### src/rtl/fetch_queue.sv
// Instruction fetch front end: issues one icache request at a time, assembles
// FETCH_BYTES-wide beats into 32-bit words and queues {instruction, PC} for the decoder.
module fetch_queue #(
  parameter int unsigned         ADDR_W      = 32,
  parameter int unsigned         DEPTH_LOG2  = 3,
  parameter int unsigned         FETCH_BYTES = 4,
  parameter logic [ADDR_W-1:0]   RESET_PC    = '0
) (
  input  logic                     clk_in,
  input  logic                     rst_in,
  input  logic                     rdy_in,
  input  logic                     flush_in,
  input  logic [ADDR_W-1:0]        flush_pc_in,
  output logic                     icache_req_out,
  output logic [ADDR_W-1:0]        icache_addr_out,
  input  logic                     icache_valid_in,
  input  logic [8*FETCH_BYTES-1:0] icache_data_in,
  output logic                     dec_valid_out,
  input  logic                     dec_ready_in,
  output logic [31:0]              dec_ins_out,
  output logic [ADDR_W-1:0]        dec_pc_out,
  output logic [DEPTH_LOG2:0]      count_out
);

  localparam int unsigned       Depth    = 1 << DEPTH_LOG2;
  localparam int unsigned       Beats    = 4 / FETCH_BYTES;
  localparam int unsigned       BeatW    = 8 * FETCH_BYTES;
  localparam logic [1:0]        LastBeat = 2'(Beats - 1);
  localparam logic [ADDR_W-1:0] Step     = ADDR_W'(FETCH_BYTES);
  localparam logic [DEPTH_LOG2:0] Full   = {1'b1, {DEPTH_LOG2{1'b0}}};

  typedef enum logic [1:0] {StIdle, StWait, StDrop} state_e;

  state_e                  state;
  logic [ADDR_W-1:0]       fpc;
  logic [ADDR_W-1:0]       word_pc;
  logic [1:0]              beat;
  logic [31:0]             asm_word;
  logic [DEPTH_LOG2-1:0]   wptr;
  logic [DEPTH_LOG2-1:0]   rptr;
  logic [DEPTH_LOG2:0]     count;

  logic [31:0]             mem_ins [Depth];
  logic [ADDR_W-1:0]       mem_pc  [Depth];

  logic                    full;
  logic                    take;
  logic                    push;
  logic                    pop;
  logic [31:0]             asm_next;
  logic [ADDR_W-1:0]       push_pc;
  logic                    unused_flush_bits;

  // Redirect targets are word aligned; the low PC bits are dropped.
  assign unused_flush_bits = ^flush_pc_in[1:0];

  assign full = (count == Full);

  // Reset gates the request so nothing leaks out while the FSM is held in IDLE.
  assign icache_req_out  = rst_in & rdy_in & ~flush_in & (state == StIdle) & ~full;
  assign icache_addr_out = icache_req_out ? fpc : '0;

  assign take = rdy_in & ~flush_in & (state == StWait) & icache_valid_in;
  assign push = take & (beat == LastBeat);
  assign pop  = rdy_in & ~flush_in & dec_valid_out & dec_ready_in;

  always_comb begin
    asm_next = asm_word;
    asm_next[int'(beat) * BeatW +: BeatW] = icache_data_in;
  end

  assign push_pc = (beat == 2'd0) ? fpc : word_pc;

  // Fetch FSM, fetch PC and beat assembly.
  always_ff @(posedge clk_in or negedge rst_in) begin
    if (!rst_in) begin
      state    <= StIdle;
      fpc      <= RESET_PC;
      word_pc  <= '0;
      beat     <= 2'd0;
      asm_word <= '0;
    end else if (rdy_in) begin
      if (flush_in) begin
        fpc  <= {flush_pc_in[ADDR_W-1:2], 2'b00};
        beat <= 2'd0;
        case (state)
          StWait:  state <= icache_valid_in ? StIdle : StDrop;
          // The stale response the DROP state waits for is arriving right now.
          StDrop:  if (icache_valid_in) state <= StIdle;
          default: state <= state;
        endcase
      end else begin
        unique case (state)
          StIdle: begin
            if (icache_req_out) state <= StWait;
          end
          StWait: begin
            if (icache_valid_in) begin
              state    <= StIdle;
              fpc      <= fpc + Step;
              asm_word <= asm_next;
              if (beat == 2'd0) word_pc <= fpc;
              beat     <= (beat == LastBeat) ? 2'd0 : beat + 2'd1;
            end
          end
          StDrop: begin
            if (icache_valid_in) state <= StIdle;
          end
          default: state <= StIdle;
        endcase
      end
    end
  end

  // Queue pointers and occupancy; flush wins over any push or pop.
  always_ff @(posedge clk_in or negedge rst_in) begin
    if (!rst_in) begin
      wptr  <= '0;
      rptr  <= '0;
      count <= '0;
    end else if (rdy_in) begin
      if (flush_in) begin
        wptr  <= '0;
        rptr  <= '0;
        count <= '0;
      end else begin
        if (push) wptr <= wptr + 1'b1;
        if (pop)  rptr <= rptr + 1'b1;
        unique case ({push, pop})
          2'b10:   count <= count + 1'b1;
          2'b01:   count <= count - 1'b1;
          default: count <= count;
        endcase
      end
    end
  end

  always_ff @(posedge clk_in) begin
    if (push) begin
      mem_ins[wptr] <= asm_next;
      mem_pc[wptr]  <= push_pc;
    end
  end

  assign dec_valid_out = (count != '0);
  assign dec_ins_out   = mem_ins[rptr];
  assign dec_pc_out    = mem_pc[rptr];
  assign count_out     = count;

endmodule

### config.mk
export PLATFORM = sky130hd
export DESIGN_NAME = fetch_queue
export DESIGN_NICKNAME = d
export VERILOG_FILES = /design/src/rtl/fetch_queue.sv
export SDC_FILE = /design/constraint.sdc
export NUM_CORES = 1
export LEC_CHECK = 0
export BUFFER_PORTS_ARGS = -buffer_cell sky130_fd_sc_hd__buf_2
export CAP_MARGIN = 10
export CORE_MARGIN = 1
export CORE_UTILIZATION = 54
export DETAILED_ROUTE_END_ITERATION = 12
export PLACE_DENSITY = 0.86
export SLEW_MARGIN = 10
export SYNTH_ARGS = -nofsm -noshare
export SYNTH_HDL_FRONTEND = slang
export SYNTH_SLANG_ARGS = --single-unit
### constraint.sdc
create_clock -name clk_in -period 8.1 [get_ports clk_in]
set_clock_uncertainty 0.05 [all_clocks]
set_input_delay 1.215 -clock clk_in [delete_from_list [all_inputs] [get_ports clk_in]]
set_output_delay 1.215 -clock clk_in [all_outputs]
set_load 0.005 [all_outputs]
# Yosys cells after proc, flatten, opt, wreduce, memory -nomap -nowiden
# Memories as Yosys holds them, arrays and structs flattened.
# Cells that the tools add are included.
# totals
input_bits,70
n_memories,2
ff_bits,110
mem_bits_rw,512
# classes
bitwise_logic,12
shift,2
mux,24
eq_ne,7
addsub,7
reduce_logical,15
# memory_table
name,words,width,read_ports,rd_ports_with_merged_regs,wr,line_no,source
mem_ins,8,32,1,0,1,43,logic [31:0] mem_ins [Depth];
mem_pc,8,32,1,0,1,44,logic [ADDR_W-1:0] mem_pc [Depth];
# ops
cell,count
$mux W32,5
$neg A7 Y34,1
$shift A32 B34 Y32 const A,1
$shiftx A32 B34 Y32,1
$add A32 B3 Y32 const B,1
$bwmux W32,1
$mux W2,8
$mux W3,4
$and A1 B1 Y1,10
$pmux W2 S2,2
$pmux W4 S2,1
$reduce_bool A2 Y1,4
$add A3 B1 Y3 const B,2
$reduce_and A2 Y1,3
$reduce_and A3 Y1,2
$add A4 B1 Y4 const B,1
$eq A2 B1 Y1 const B,2
$eq A2 B2 Y1 const B,2
$eq A4 B4 Y1 const B,1
$logic_not A2 Y1,2
$mux W4,1
$reduce_and A4 Y1,1
$reduce_bool A4 Y1,1
$sub A4 B1 Y4 const B,1
7 further kinds,9

# Logic depth before layout (Yosys ltp)
# depth
ltp_word,8
depth_mapped,10
ltp_nobuf,10

# Worst setup path before layout
# OpenSTA, ideal clock, no wires.
# synth_path
path_kind,input to register
from,in rdy_in
to,"mem mem_ins[0][0], enable pin"
t_required_ns,7.406
setup_time_ns,0.644
slack_ns,-0.522
cell_stages,4
arrival_ns,7.928
cell_sequence,clkbuf_1 nand4b_1 clkbuf_1 nor4_1
# synth_between
elab_chain_cells,6
# synth_rtl
item,line_no,source
"start, declared",11,"input logic rdy_in,"
$and A1 B1 Y1 (3 in a row),63,assign take = rdy_in & ~flush_in & (state == StWait) & icache_valid_in;
$and A1 B1 Y1,64,assign push = take & (beat == LastBeat);
$mux W1,139,if (push) begin
$mux W1 (implied by the code),140,mem_ins[wptr] <= asm_next;
"end, declared",43,
# No other way between the ends.

# Worst setup path in the final report
# layout_path
from,reg rptr[1]
to,out dec_pc_out[22]
# layout_between
elab_chain_cells,1
# layout_rtl
item,line_no,source
"start, declared",40,logic [DEPTH_LOG2-1:0] rptr;
"start signal, assigned",128,if (pop) rptr <= rptr + 1'b1;
$mem_v2 Z8 W32,n/a,
"end, declared",21,"output logic [ADDR_W-1:0] dec_pc_out,"
# No other way between the ends.

==> summary.md <==
| Metric | Value |
|---|---|
| Status | `completed` |
| Post-route insts no fill | `2253` |
| Leading cell types by count after synthesis | `edfxtp_1, mux4_2, mux2_2` |
| Syn avg cell area | `~18 sq um` |
| Place WS | `roughly 3600 ps` |
| Port bufs | `approximately 170` |
| Crit path kind | `reg -> out` |
| Fillers | `3119` |
| Reg clk slew, reported paths | `around 60 ps` |
| Gr usage total | `roughly a quarter` |
| CORE AREA | `0.0465 sq mm` |
| Starting Density | `a little over half` |
| CP endpoint kind | `output port` |
| Post-place instance area | `between 0.02 and 0.03 sq mm` |
| Via Count | `approximately 14000` |
| Final Hold Viols | `0` |
| Syn Inst Count | `roughly 1400` |
| CTS tree | `yes` |
| GRT busiest layer | `met2` |
| Number of clock sinks | `between 600 and 700` |
| Synth Cell Area | `approximately 0.025 sq mm` |
| Largest net degree at the start of global routing | `115` |
| Initial antenna violation count | `0` |
| DR pass1 iterations | `5` |
| Slew HR | `a little under a third` |
| Hold Buf Count CTS | `0` |
| Met1 usage in global routing | `between 30% and 40%` |
| Fin area | `around 0.029 sq mm` |
| Number of synthesized flops with an enable pin | `about 510` |
| Detail Placement HPWL | `30300 um` |
| Num CTS Buffers | `57` |
| # setup viols final | `0` |
| Min-delay worst type | `reg -> reg` |
| CP max stage delay | `between 1000 and 1500 ps` |
| Antenna-violating nets left | `0` |
| Crit path time final | `roughly 4800 ps` |
| H-tree depth | `2` |
| Average wire per standard cell | `24.6 um` |
| Clock Power Share | `approximately 33%` |
| GP Congestion | `0.863` |
| Sw frac | `approximately 26%` |
| Sequential fraction of the synthesis area | `between 70 and 80%` |
| Met3 Usage GRT | `approximately 3.4%` |
| Worst slew pin tran | `between 1000 and 1500 ps` |
| Cell Rows | `79` |
| Diodes inserted | `0` |
| Fin crit share | `59.5%` |
| Int Pwr | `6.12 mW` |
| Post-synth ARST share | `17.4%` |
| Yosys synthesis warning count | `0` |
| Number of remaining DRC errors | `0` |
| Req. time, crit path | `~6800 ps` |
| Width of the chip | `219 um` |
| Drt initial violations | `~1600` |
| Vias per cell | `around 6.2` |
| DP Cell Count | `2145` |
| Post-CTS Setup Inserts | `0` |
| Synth area leader | `edfxtp_1` |
| Synth area leaders | `edfxtp_1, mux4_2, dfrtp_1` |
| GR Overflow Total | `0` |
| Die ar. | `around 0.048 sq mm` |
| Vias in the first global route | `between 10000 and 15000` |
| Setup ws final | `3280 ps` |
| Arr. time, crit path | `3560 ps` |
| RSZ-0062 raised after global routing | `no` |
| First-pass GRT wire length | `84200 um` |
| Max Cap Violations | `0` |
| Sequential power share | `48.3%` |
| GRT met2 Usage | `between 40 and 50%` |
| Synth Register Bits | `620` |
| Share of the synthesized area in the top cell type | `60.6%` |
| # resized after CTS | `0` |
| Area grow syn2layout | `13.4%` |
| Crit-path cells | `buf_4, mux4_2, mux2_2, buf_2` |
| Max clock buf depth | `3` |
| Leak | `slightly above 10 nW` |
| Nets@finish | `between 1500 and 2000` |
| Switch Pwr | `2.12 mW` |
| Peak VDD IR | `approximately 0.23 mV` |
| Max Clk Rate | `207 MHz` |
| Routed Wire Length | `between 50000 and 60000 um` |
| I/O pins | `about 170` |
| PwrDens | `between 200 and 300 mW/mm^2` |
| Worst-Skew Late Latency | `around 600 ps` |
| Clk Tree Root Cell | `clkbuf_16` |
| Final total power | `8.25 mW` |
| Final Max Slew Viols | `0` |
| Main synth FF type | `edfxtp_1` |
| Critical Path Start Type | `register` |
| Share of layout cells above drive strength 1 | `between 30% and 40%` |
| Post-synthesis cell type count | `51` |
| Top-count cell post-synth | `edfxtp_1` |
| Die H | `approximately 220 um` |
| Slowest library cell on the worst path | `dfrtp_4` |
| Gate power share | `a little under a fifth` |
| CP max FO | `66` |
cell type report:
type / instances / area, sq um / area share, %
Clock buffer: 87 / 1700 / 5.91
Clock inverter: 20 / 209 / 0.726
Inverter: 43 / 161 / 0.561
Multi-Input combinational cell: 685 / 6830 / 23.7
Sequential cell: 620 / 18100 / 62.8
Tap cell: 607 / 759 / 2.64
Timing Repair Buffer: 191 / 1030 / 3.59
per-layer routing:
metal | up-vias | part of all wire, %
met3 | 80 | 8.4
met4 | 0 | 1.8
met2 | 731 | 51
li1 | 5962 | -
met5 | - | 0
met1 | 7190 | 39
layout by cell type, fill, tap and decap left out, types with 4 or more instances in the layout:
cell	instances
edfxtp_1	512
buf_2	166
mux4_2	128
mux2_2	124
dfrtp_1	105
nand2_1	102
o21ai_0	81
clkbuf_16	58
inv_1	43
and2_1	36
a21oi_1	26
o22ai_1	24
buf_4	22
nor2_1	18
nand3_1	17
clkbuf_1	15
mux2i_1	14
clkbuf_8	14
and3_1	13
nand4_1	13
ha_1	11
a31oi_1	10
clkinv_2	9
xor2_1	6
nor3_1	5
a22oi_1	5
clkinv_1	5
nor3_2	4
a31o_2	4
bufinv_16	4
worst max-delay path: cells and delay by family, from the launching register on:
| family | cells | cell delay (ps) |
|---|---|---|
| flip-flops | 1 | 1080 |
| buffers and inverters | 2 | 1020 |
| multiplexers | 2 | 740 |
state kept, by name (all words and copies together) (netlist names):
signal / cells
mem_pc: 256
asm_word: 32
mem_ins: 256
rptr: 3
count_out: 4
fpc: 30
state: 2
wptr: 3
word_pc: 32
beat: 2
through the flow:
step | hold slack, ps | setup TNS, ps | utilization, %
2_1_floorplan | 395 | -66810 | -
3_3_place_gp | 411 | 0 | 57.8
3_5_place_dp | 421 | 0 | 57.8
4_1_cts | 457 | 0 | 61.9
5_1_grt | 469 | 0 | 62.0
6_report | 456 | 0 | 62.0
power by group through the flow:
| stage | clock [mW] | sequential [mW] | combinational, mW |
|---|---|---|---|
| 2_1_floorplan | 0 | 3.90 | 1.20 |
| 3_3_place_gp | 0 | 4.01 | 1.51 |
| 3_5_place_dp | 0 | 4.04 | 1.57 |
| 4_1_cts | 2.72 | 3.98 | 1.60 |
| 5_1_grt | 2.85 | 4.01 | 1.72 |
| 6_report | 2.69 | 3.98 | 1.57 |
logic make-up (layout without fill, tap and decap cells):
| logic type | count (synthesis) | count (layout) | share of synthesized area [%] |
|---|---|---|---|
| compound gates | 170 | 170 | 3.87 |
| mux | 266 | 266 | 17.4 |
| other cells | 1 | 2 | 0.0148 |
| buf+inv | 131 | 341 | 2.13 |
| fa+ha+maj | 12 | 12 | 0.591 |
| simple gates | 228 | 228 | 4.47 |
| flops | 620 | 620 | 71.2 |
| xor+xnor | 7 | 7 | 0.315 |
worst paths after layout:
| check | slack, ps | start | end | depth (start not counted) |
|---|---|---|---|---|
| worst max-delay path | 3280 | rptr[1]$_DFFE_PN0P_ | dec_pc_out[22] | 4 |
| worst min-delay path | 460 | word_pc[10]$_DFFE_PN0P_ | word_pc[10]$_DFFE_PN0P_ | 1 |
| worst max register to register | 4740 | state[1]$_DFFE_PN0P_ | mem_ins[2][28]$_DFFE_PP_ | 6 |
| worst min register to register | 460 | word_pc[10]$_DFFE_PN0P_ | word_pc[10]$_DFFE_PN0P_ | 1 |
| max in group asynchronous | 6150 | rst_in | word_pc[15]$_DFFE_PN0P_ | 2 |
| min in group asynchronous | 540 | rst_in | fpc[9]$_DFFE_PN0P_ | 1 |
Note: power is estimated with default switching activity, not from simulation.
